===== src/rtl/conv_pkg.sv =====
// Shared definitions for the multi-channel convolution unit: output modes, FSM states and
// accumulator width helper.
package conv_pkg;

  localparam logic [1:0] MODE_FRESH    = 2'd0;
  localparam logic [1:0] MODE_ADD      = 2'd1;
  localparam logic [1:0] MODE_ADD_RELU = 2'd2;
  localparam logic [1:0] MODE_RELU     = 2'd3;

  typedef enum logic [1:0] {
    IDLE  = 2'd0,
    ACCUM = 2'd1,
    OUT   = 2'd2
  } convState;

  // Product is 2W bits; summing up to 2^(A+CW) of them needs A+CW guard bits.
  function automatic int unsigned accW(input int unsigned w, input int unsigned a,
                                       input int unsigned cw);
    return 2 * w + a + cw;
  endfunction

endpackage


===== src/rtl/conv_mac_lane.sv =====
// One signed MAC lane: accumulates k*n, then shifts, optionally adds the latched partial sum,
// saturates to W bits and optionally clamps negatives to zero into a registered result.
module conv_mac_lane
  import conv_pkg::*;
#(
  parameter int unsigned W    = 16,
  parameter int unsigned A    = 7,
  parameter int unsigned CW   = 4,
  parameter int unsigned FRAC = 8
) (
  input  logic         CLK,
  input  logic         RST,
  input  logic         clr,
  input  logic         en,
  input  logic         latchPs,
  input  logic         load,
  input  logic [1:0]   mode,
  input  logic [W-1:0] k,
  input  logic [W-1:0] n,
  input  logic [W-1:0] psIn,
  output logic [W-1:0] result
);

  localparam int unsigned AW = accW(W, A, CW);
  localparam int unsigned SW = AW + 1;
  localparam logic signed [SW-1:0] MaxV = {{(SW - W + 1){1'b0}}, {(W - 1){1'b1}}};
  localparam logic signed [SW-1:0] MinV = {{(SW - W + 1){1'b1}}, {(W - 1){1'b0}}};

  logic signed [AW-1:0]  acc;
  logic signed [W-1:0]   psum;
  logic signed [2*W-1:0] prod;
  logic signed [AW-1:0]  accSh;
  logic signed [SW-1:0]  shifted;
  logic signed [SW-1:0]  sum;
  logic        [W-1:0]   sat;
  logic        [W-1:0]   outVal;
  logic                  addEn;
  logic                  reluEn;

  assign addEn  = (mode == MODE_ADD) || (mode == MODE_ADD_RELU);
  assign reluEn = (mode == MODE_ADD_RELU) || (mode == MODE_RELU);

  always_comb begin
    prod    = $signed(k) * $signed(n);
    accSh   = acc >>> FRAC;
    shifted = {{(SW - AW){accSh[AW-1]}}, accSh};
    sum     = shifted;
    if (addEn) begin
      sum = shifted + {{(SW - W){psum[W-1]}}, psum};
    end
    if (sum > MaxV) begin
      sat = {1'b0, {(W - 1){1'b1}}};
    end else if (sum < MinV) begin
      sat = {1'b1, {(W - 1){1'b0}}};
    end else begin
      sat = sum[W-1:0];
    end
    outVal = (reluEn && sat[W-1]) ? '0 : sat;
  end

  always_ff @(posedge CLK) begin
    if (RST) begin
      acc    <= '0;
      psum   <= '0;
      result <= '0;
    end else begin
      if (clr) begin
        acc <= '0;
      end else if (en) begin
        acc <= acc + {{(AW - 2 * W){prod[2*W-1]}}, prod};
      end
      if (latchPs) begin
        psum <= psIn;
      end
      if (load) begin
        result <= outVal;
      end
    end
  end

endmodule


===== src/rtl/conv_unit_mc.sv =====
// Multi-channel convolution unit: config/input/output handshakes, beat counting over
// taps x channels, and a bank of 1<<DEPTH MAC lanes feeding the partial-sum chain.
module conv_unit_mc
  import conv_pkg::*;
#(
  parameter int unsigned DEPTH = 2,
  parameter int unsigned W     = 16,
  parameter int unsigned A     = 7,
  parameter int unsigned CW    = 4,
  parameter int unsigned FRAC  = 8
) (
  input  logic                    CLK,
  input  logic                    RST,
  input  logic                    cfgValid,
  output logic                    cfgReady,
  input  logic [A-1:0]            cfgTaps,
  input  logic [CW-1:0]           cfgChannels,
  input  logic [1:0]              cfgMode,
  input  logic                    inValid,
  output logic                    inReady,
  input  logic [(W<<DEPTH)-1:0]   kBuffIn,
  input  logic [(W<<DEPTH)-1:0]   nBuffIn,
  input  logic [(W<<DEPTH)-1:0]   partialSumIn,
  output logic                    outValid,
  input  logic                    outReady,
  output logic [(W<<DEPTH)-1:0]   partialSumOut,
  output logic                    busy
);

  localparam int unsigned D    = 1 << DEPTH;
  localparam int unsigned CNTW = A + CW;

  convState          state;
  logic [1:0]        mode;
  logic [CNTW-1:0]   cnt;
  logic [CNTW-1:0]   lastIdx;
  logic [CNTW-1:0]   lastIdxCfg;
  logic [CNTW:0]     tapsN;
  logic [CNTW:0]     chN;
  logic [2*CNTW+1:0] beatsN;
  logic              accept;
  logic              lastBeat;
  logic              clr;
  logic              load;

  assign cfgReady = (state == IDLE);
  assign inReady  = (state == ACCUM);
  assign busy     = (state != IDLE);
  assign accept   = inReady & inValid;
  assign lastBeat = accept && (cnt == lastIdx);
  assign clr      = cfgReady & cfgValid;
  assign load     = (state == OUT) && !outValid;

  // N = 2^CNTW wraps to zero in the low bits, so N-1 still lands on all-ones.
  always_comb begin
    tapsN      = (CNTW + 1)'(cfgTaps) + (CNTW + 1)'(1);
    chN        = (CNTW + 1)'(cfgChannels) + (CNTW + 1)'(1);
    beatsN     = (2 * CNTW + 2)'(tapsN) * (2 * CNTW + 2)'(chN);
    lastIdxCfg = CNTW'(beatsN - (2 * CNTW + 2)'(1));
  end

  always_ff @(posedge CLK) begin
    if (RST) begin
      state    <= IDLE;
      mode     <= MODE_FRESH;
      cnt      <= '0;
      lastIdx  <= '0;
      outValid <= 1'b0;
    end else begin
      case (state)
        IDLE: begin
          if (cfgValid) begin
            mode    <= cfgMode;
            lastIdx <= lastIdxCfg;
            cnt     <= '0;
            state   <= ACCUM;
          end
        end
        ACCUM: begin
          if (inValid) begin
            if (cnt == lastIdx) begin
              state <= OUT;
            end else begin
              cnt <= cnt + 1'b1;
            end
          end
        end
        OUT: begin
          if (!outValid) begin
            outValid <= 1'b1;
          end else if (outReady) begin
            outValid <= 1'b0;
            state    <= IDLE;
          end
        end
        default: state <= IDLE;
      endcase
    end
  end

  for (genvar i = 0; i < D; i++) begin : gLane
    conv_mac_lane #(
      .W   (W),
      .A   (A),
      .CW  (CW),
      .FRAC(FRAC)
    ) uLane (
      .CLK    (CLK),
      .RST    (RST),
      .clr    (clr),
      .en     (accept),
      .latchPs(lastBeat),
      .load   (load),
      .mode   (mode),
      .k      (kBuffIn[W*i +: W]),
      .n      (nBuffIn[W*i +: W]),
      .psIn   (partialSumIn[W*i +: W]),
      .result (partialSumOut[W*i +: W])
    );
  end

endmodule


===== config.mk =====
export PLATFORM = sky130hd
export DESIGN_NAME = conv_unit_mc
export DESIGN_NICKNAME = d
export VERILOG_FILES = /design/src/rtl/conv_pkg.sv /design/src/rtl/conv_mac_lane.sv /design/src/rtl/conv_unit_mc.sv
export SDC_FILE = /design/constraint.sdc
export NUM_CORES = 2
export LEC_CHECK = 0
export BUFFER_PORTS_ARGS = -buffer_cell sky130_fd_sc_hd__buf_2
export CAP_MARGIN = 0
export CORE_MARGIN = 2
export CORE_UTILIZATION = 29
export CTS_BUF_LIST = sky130_fd_sc_hd__clkbuf_4 sky130_fd_sc_hd__clkbuf_8
export DETAILED_ROUTE_END_ITERATION = 10
export SLEW_MARGIN = 10
export SYNTH_ARGS = -nofsm -noshare
export SYNTH_HDL_FRONTEND = slang
export SYNTH_SLANG_ARGS = --single-unit
export TNS_END_PERCENT = 1

===== constraint.sdc =====
create_clock -name CLK -period 16.8 [get_ports CLK]
set_input_delay 1.68 -clock CLK [delete_from_list [all_inputs] [get_ports CLK]]
set_output_delay 1.68 -clock CLK [all_outputs]
set_load 0.01 [all_outputs]

==> flow_metrics.env <==
export IMPL_detail_route_first_pass_iterations=6
export IMPL_postCtsSetupRepairBufs=0
export IMPL_fin_setup_tns_ps=0
export IMPL_place_congestion=0.916
export IMPL_hp_class="reg2reg"
export IMPL_rows=180
export IMPL_place_inst=11700
export IMPL_synthAdderAreaFrac_pct=42.8
export IMPL_tritoncts="built"
export IMPL_ctsHoldBuffers=0
export IMPL_ys_dominant_reg_cell="dfxtp_1"
export IMPL_finalHoldViolCount=0
export IMPL_cpLargestDelayFamily="compound AO/OA/AOI/OAI gates"
export IMPL_grt_usage_pct=16.0
export IMPL_totalWireLength_um=198000
export IMPL_grt_max_degree=205
export IMPL_skew_ps=55.4
export IMPL_crit_path_start_kind="input port"
export IMPL_fin_crit_sh_pct=62.2
export IMPL_synth_simple_gate_area_share_pct=19.0
export IMPL_synth_enable_flop_cells=0
export IMPL_async_reset_ff_share_pct=0
export IMPL_cts_buffers=71
export IMPL_whs_ps=458
export IMPL_synth_compound_area_share_pct=15.2
export IMPL_yosys_warnings=0
export IMPL_syn_area_per_cell_sq_um=8.25
export IMPL_synth_top_area_share_pct=30.7
export IMPL_die_width_um=496
export IMPL_drv_cap=0
export IMPL_min_from="gLane[0].uLane.acc[7]"
export IMPL_worstRegToRegCells=14
export IMPL_portBuffers=277
export IMPL_nFillCells=25400
export IMPL_path_clk_slew_ps=60
export IMPL_core_area_sq_um=241000
export IMPL_initialDrtViolationCount=3120
export IMPL_clock_fmax_mhz=95.7
export IMPL_clock_latency_ps=800
export IMPL_cp_depth=35
export IMPL_rsz0062_at_grt="false"
export IMPL_crit_fanout=16
export IMPL_sequential_cell_area_sq_um=6550
export IMPL_grt_pass1_vias=59700
export IMPL_synth_top_cell_by_area="fa_1"
export IMPL_die_y_um=496
export IMPL_ctsResizeCount=0
export IMPL_r2r_slack_ps=11500
export IMPL_dp_hpwl_um=160000
export IMPL_multi_input_area_sq_um=57800
export IMPL_grt_overflow=0
export IMPL_vias=58600
export IMPL_synth_top_family_by_area="adder cells"
export IMPL_final_cells=11800
export IMPL_cts_buffer_depth=3
export IMPL_setup_ws_ps=6350
export IMPL_crit_path_frequent_cell="fa_1"
export IMPL_dieArea_sq_um=246000
export IMPL_period_minus_slack_ps=10450
export IMPL_cpPeakStageDelay_ps=620
export IMPL_slew_headroom_pct=19.5
export IMPL_final_common_cell="inv_1"
export IMPL_outcome="finished, final reports clean"
export IMPL_final_cell_mix="inv_1, nand2_1, fa_1, ha_1, a21oi_1"
export IMPL_worst_pin_slew_ps=1200
export IMPL_crit_path_top_delay_cell="or4b_2"
export IMPL_drive_gt1_share_pct=5.89
export IMPL_synth_xor_area_share_pct=4.75
export IMPL_worstPathArrival_ps=11190
export IMPL_seq_area_frac_synth_pct=9.31
export IMPL_synthTopCellsByArea="fa_1, ha_1, dfxtp_1"
export IMPL_syn_area_sq_um=70300
export IMPL_finalSetupViolCount=0
export IMPL_crit_buf_inv=4
export IMPL_vias_per_cell=4.95
export IMPL_drc=0
export IMPL_worst_ep_required_time_ps=17540
export IMPL_synthesis_nets=10500
export IMPL_regToRegEndpoint="gLane[0].uLane.result[2]"
export IMPL_crit_type="in2reg"
export IMPL_ant_nets=0
export IMPL_grt_pass1_wl_um=319000
export IMPL_cp_end_kind="flip-flop"
export IMPL_drv_slew=0
export IMPL_syn_inst=8516
export IMPL_pin_count=278
export IMPL_dp_slack_ps=5680
export IMPL_synth_cell_types=94
export IMPL_muxShareOfSynthArea_pct=0.427
export IMPL_hold_path_cell_count=2
export IMPL_syn2layout_area_growth_pct=8.57
export IMPL_h_tree_depth=3
export IMPL_start_util_pct=29.2
export IMPL_clock_sinks=327
export IMPL_ys_ff_latch=327
export IMPL_reg2reg_from="mode[0]"
export IMPL_antenna_found_initial=11
export IMPL_routedWlPerCell_um=16.7
export IMPL_cts_root_buf="clkbuf_8"
export IMPL_min_to="gLane[0].uLane.acc[7]"
export IMPL_fin_nets=10600
[per-layer routing]
layer	track usage (%)	vias to the layer above	routed length, um
li1	-	28000	-
met1	21.1	28900	87700
met2	27.1	1372	93600
met3	2.03	263	9800
met4	5.01	6	6580
met5	0	-	35
[registers in the layout, summed over array words and instances (netlist names)]
| register | cells |
|---|---|
| gLane.uLane.acc | 172 |
| gLane.uLane.psum | 64 |
| gLane.uLane.result | 64 |
| cnt | 11 |
| lastIdx | 11 |
| mode | 2 |
| state | 2 |
| outValid | 1 |
[tightest hold or removal path: stages (launching register included)]
cell and delay, ps:
dfxtp_1 310, nand2_1 50, a21oi_1 50
[area by class of cell]
cell class / count / share of cell area, %
Multi-Input combinational cell: 6599 / 75.8
Sequential cell: 327 / 8.58
Inverter: 1288 / 6.34
Tap cell: 3185 / 5.22
Timing Repair Buffer: 303 / 2.09
Clock buffer: 97 / 1.60
Clock inverter: 27 / 0.380
Antenna cell: 5 / 0.0164
[logic make-up (layout without fill, tap and decap cells)]
kind of cell / after synthesis / count (layout)
other: 0 / 5
XOR/XNOR: 381 / 381
multiplexers: 29 / 29
buffers and inverters: 1590 / 1715
AND/OR/NAND/NOR: 2781 / 2781
adder cells (fa/ha/maj): 1760 / 1760
flip-flops: 327 / 327
AO/OA/AOI/OAI: 1648 / 1648
[synthesized netlist by cell type (all sizes together), types with 21 or more instances]
master	number
a2111oi	25
a211o	23
a211oi	83
a21o	187
a21oi	568
a22oi	24
a31oi	61
and2	517
and3	72
buf	26
clkbuf	276
dfxtp	327
fa	1077
ha	683
inv	1288
mux2i	21
nand2	1176
nand2b	80
nand3	136
nand4	42
nor2	405
nor2b	48
nor3	121
nor3b	34
nor4	28
o211ai	48
o21a	72
o21ai	285
o21bai	45
o311ai	32
o31ai	39
or3	40
xnor2	264
xor2	117
[how the worst max path moves through the flow]
stage | from | to | slack, ps
floorplan | nBuffIn[22] | gLane[1].uLane.acc[42] | 6870
global placement | kBuffIn[22] | gLane[1].uLane.acc[42] | 5590
detailed placement | kBuffIn[39] | gLane[2].uLane.acc[39] | 5680
CTS | kBuffIn[39] | gLane[2].uLane.acc[39] | 6530
global route | kBuffIn[39] | gLane[2].uLane.acc[39] | 5890
finish | nBuffIn[49] | gLane[3].uLane.acc[40] | 6350
[stage by stage]
step	instance area (sq um)	util, %
floorplan	70300	-
global placement	74800	31.1
detailed placement	74800	31.1
CTS	76300	31.7
global route	76300	31.7
finish	76300	31.7
Power is left out: the tool's default activity adds up to more than one toggle a clock period on the data nets, which glitch-free logic cannot reach.
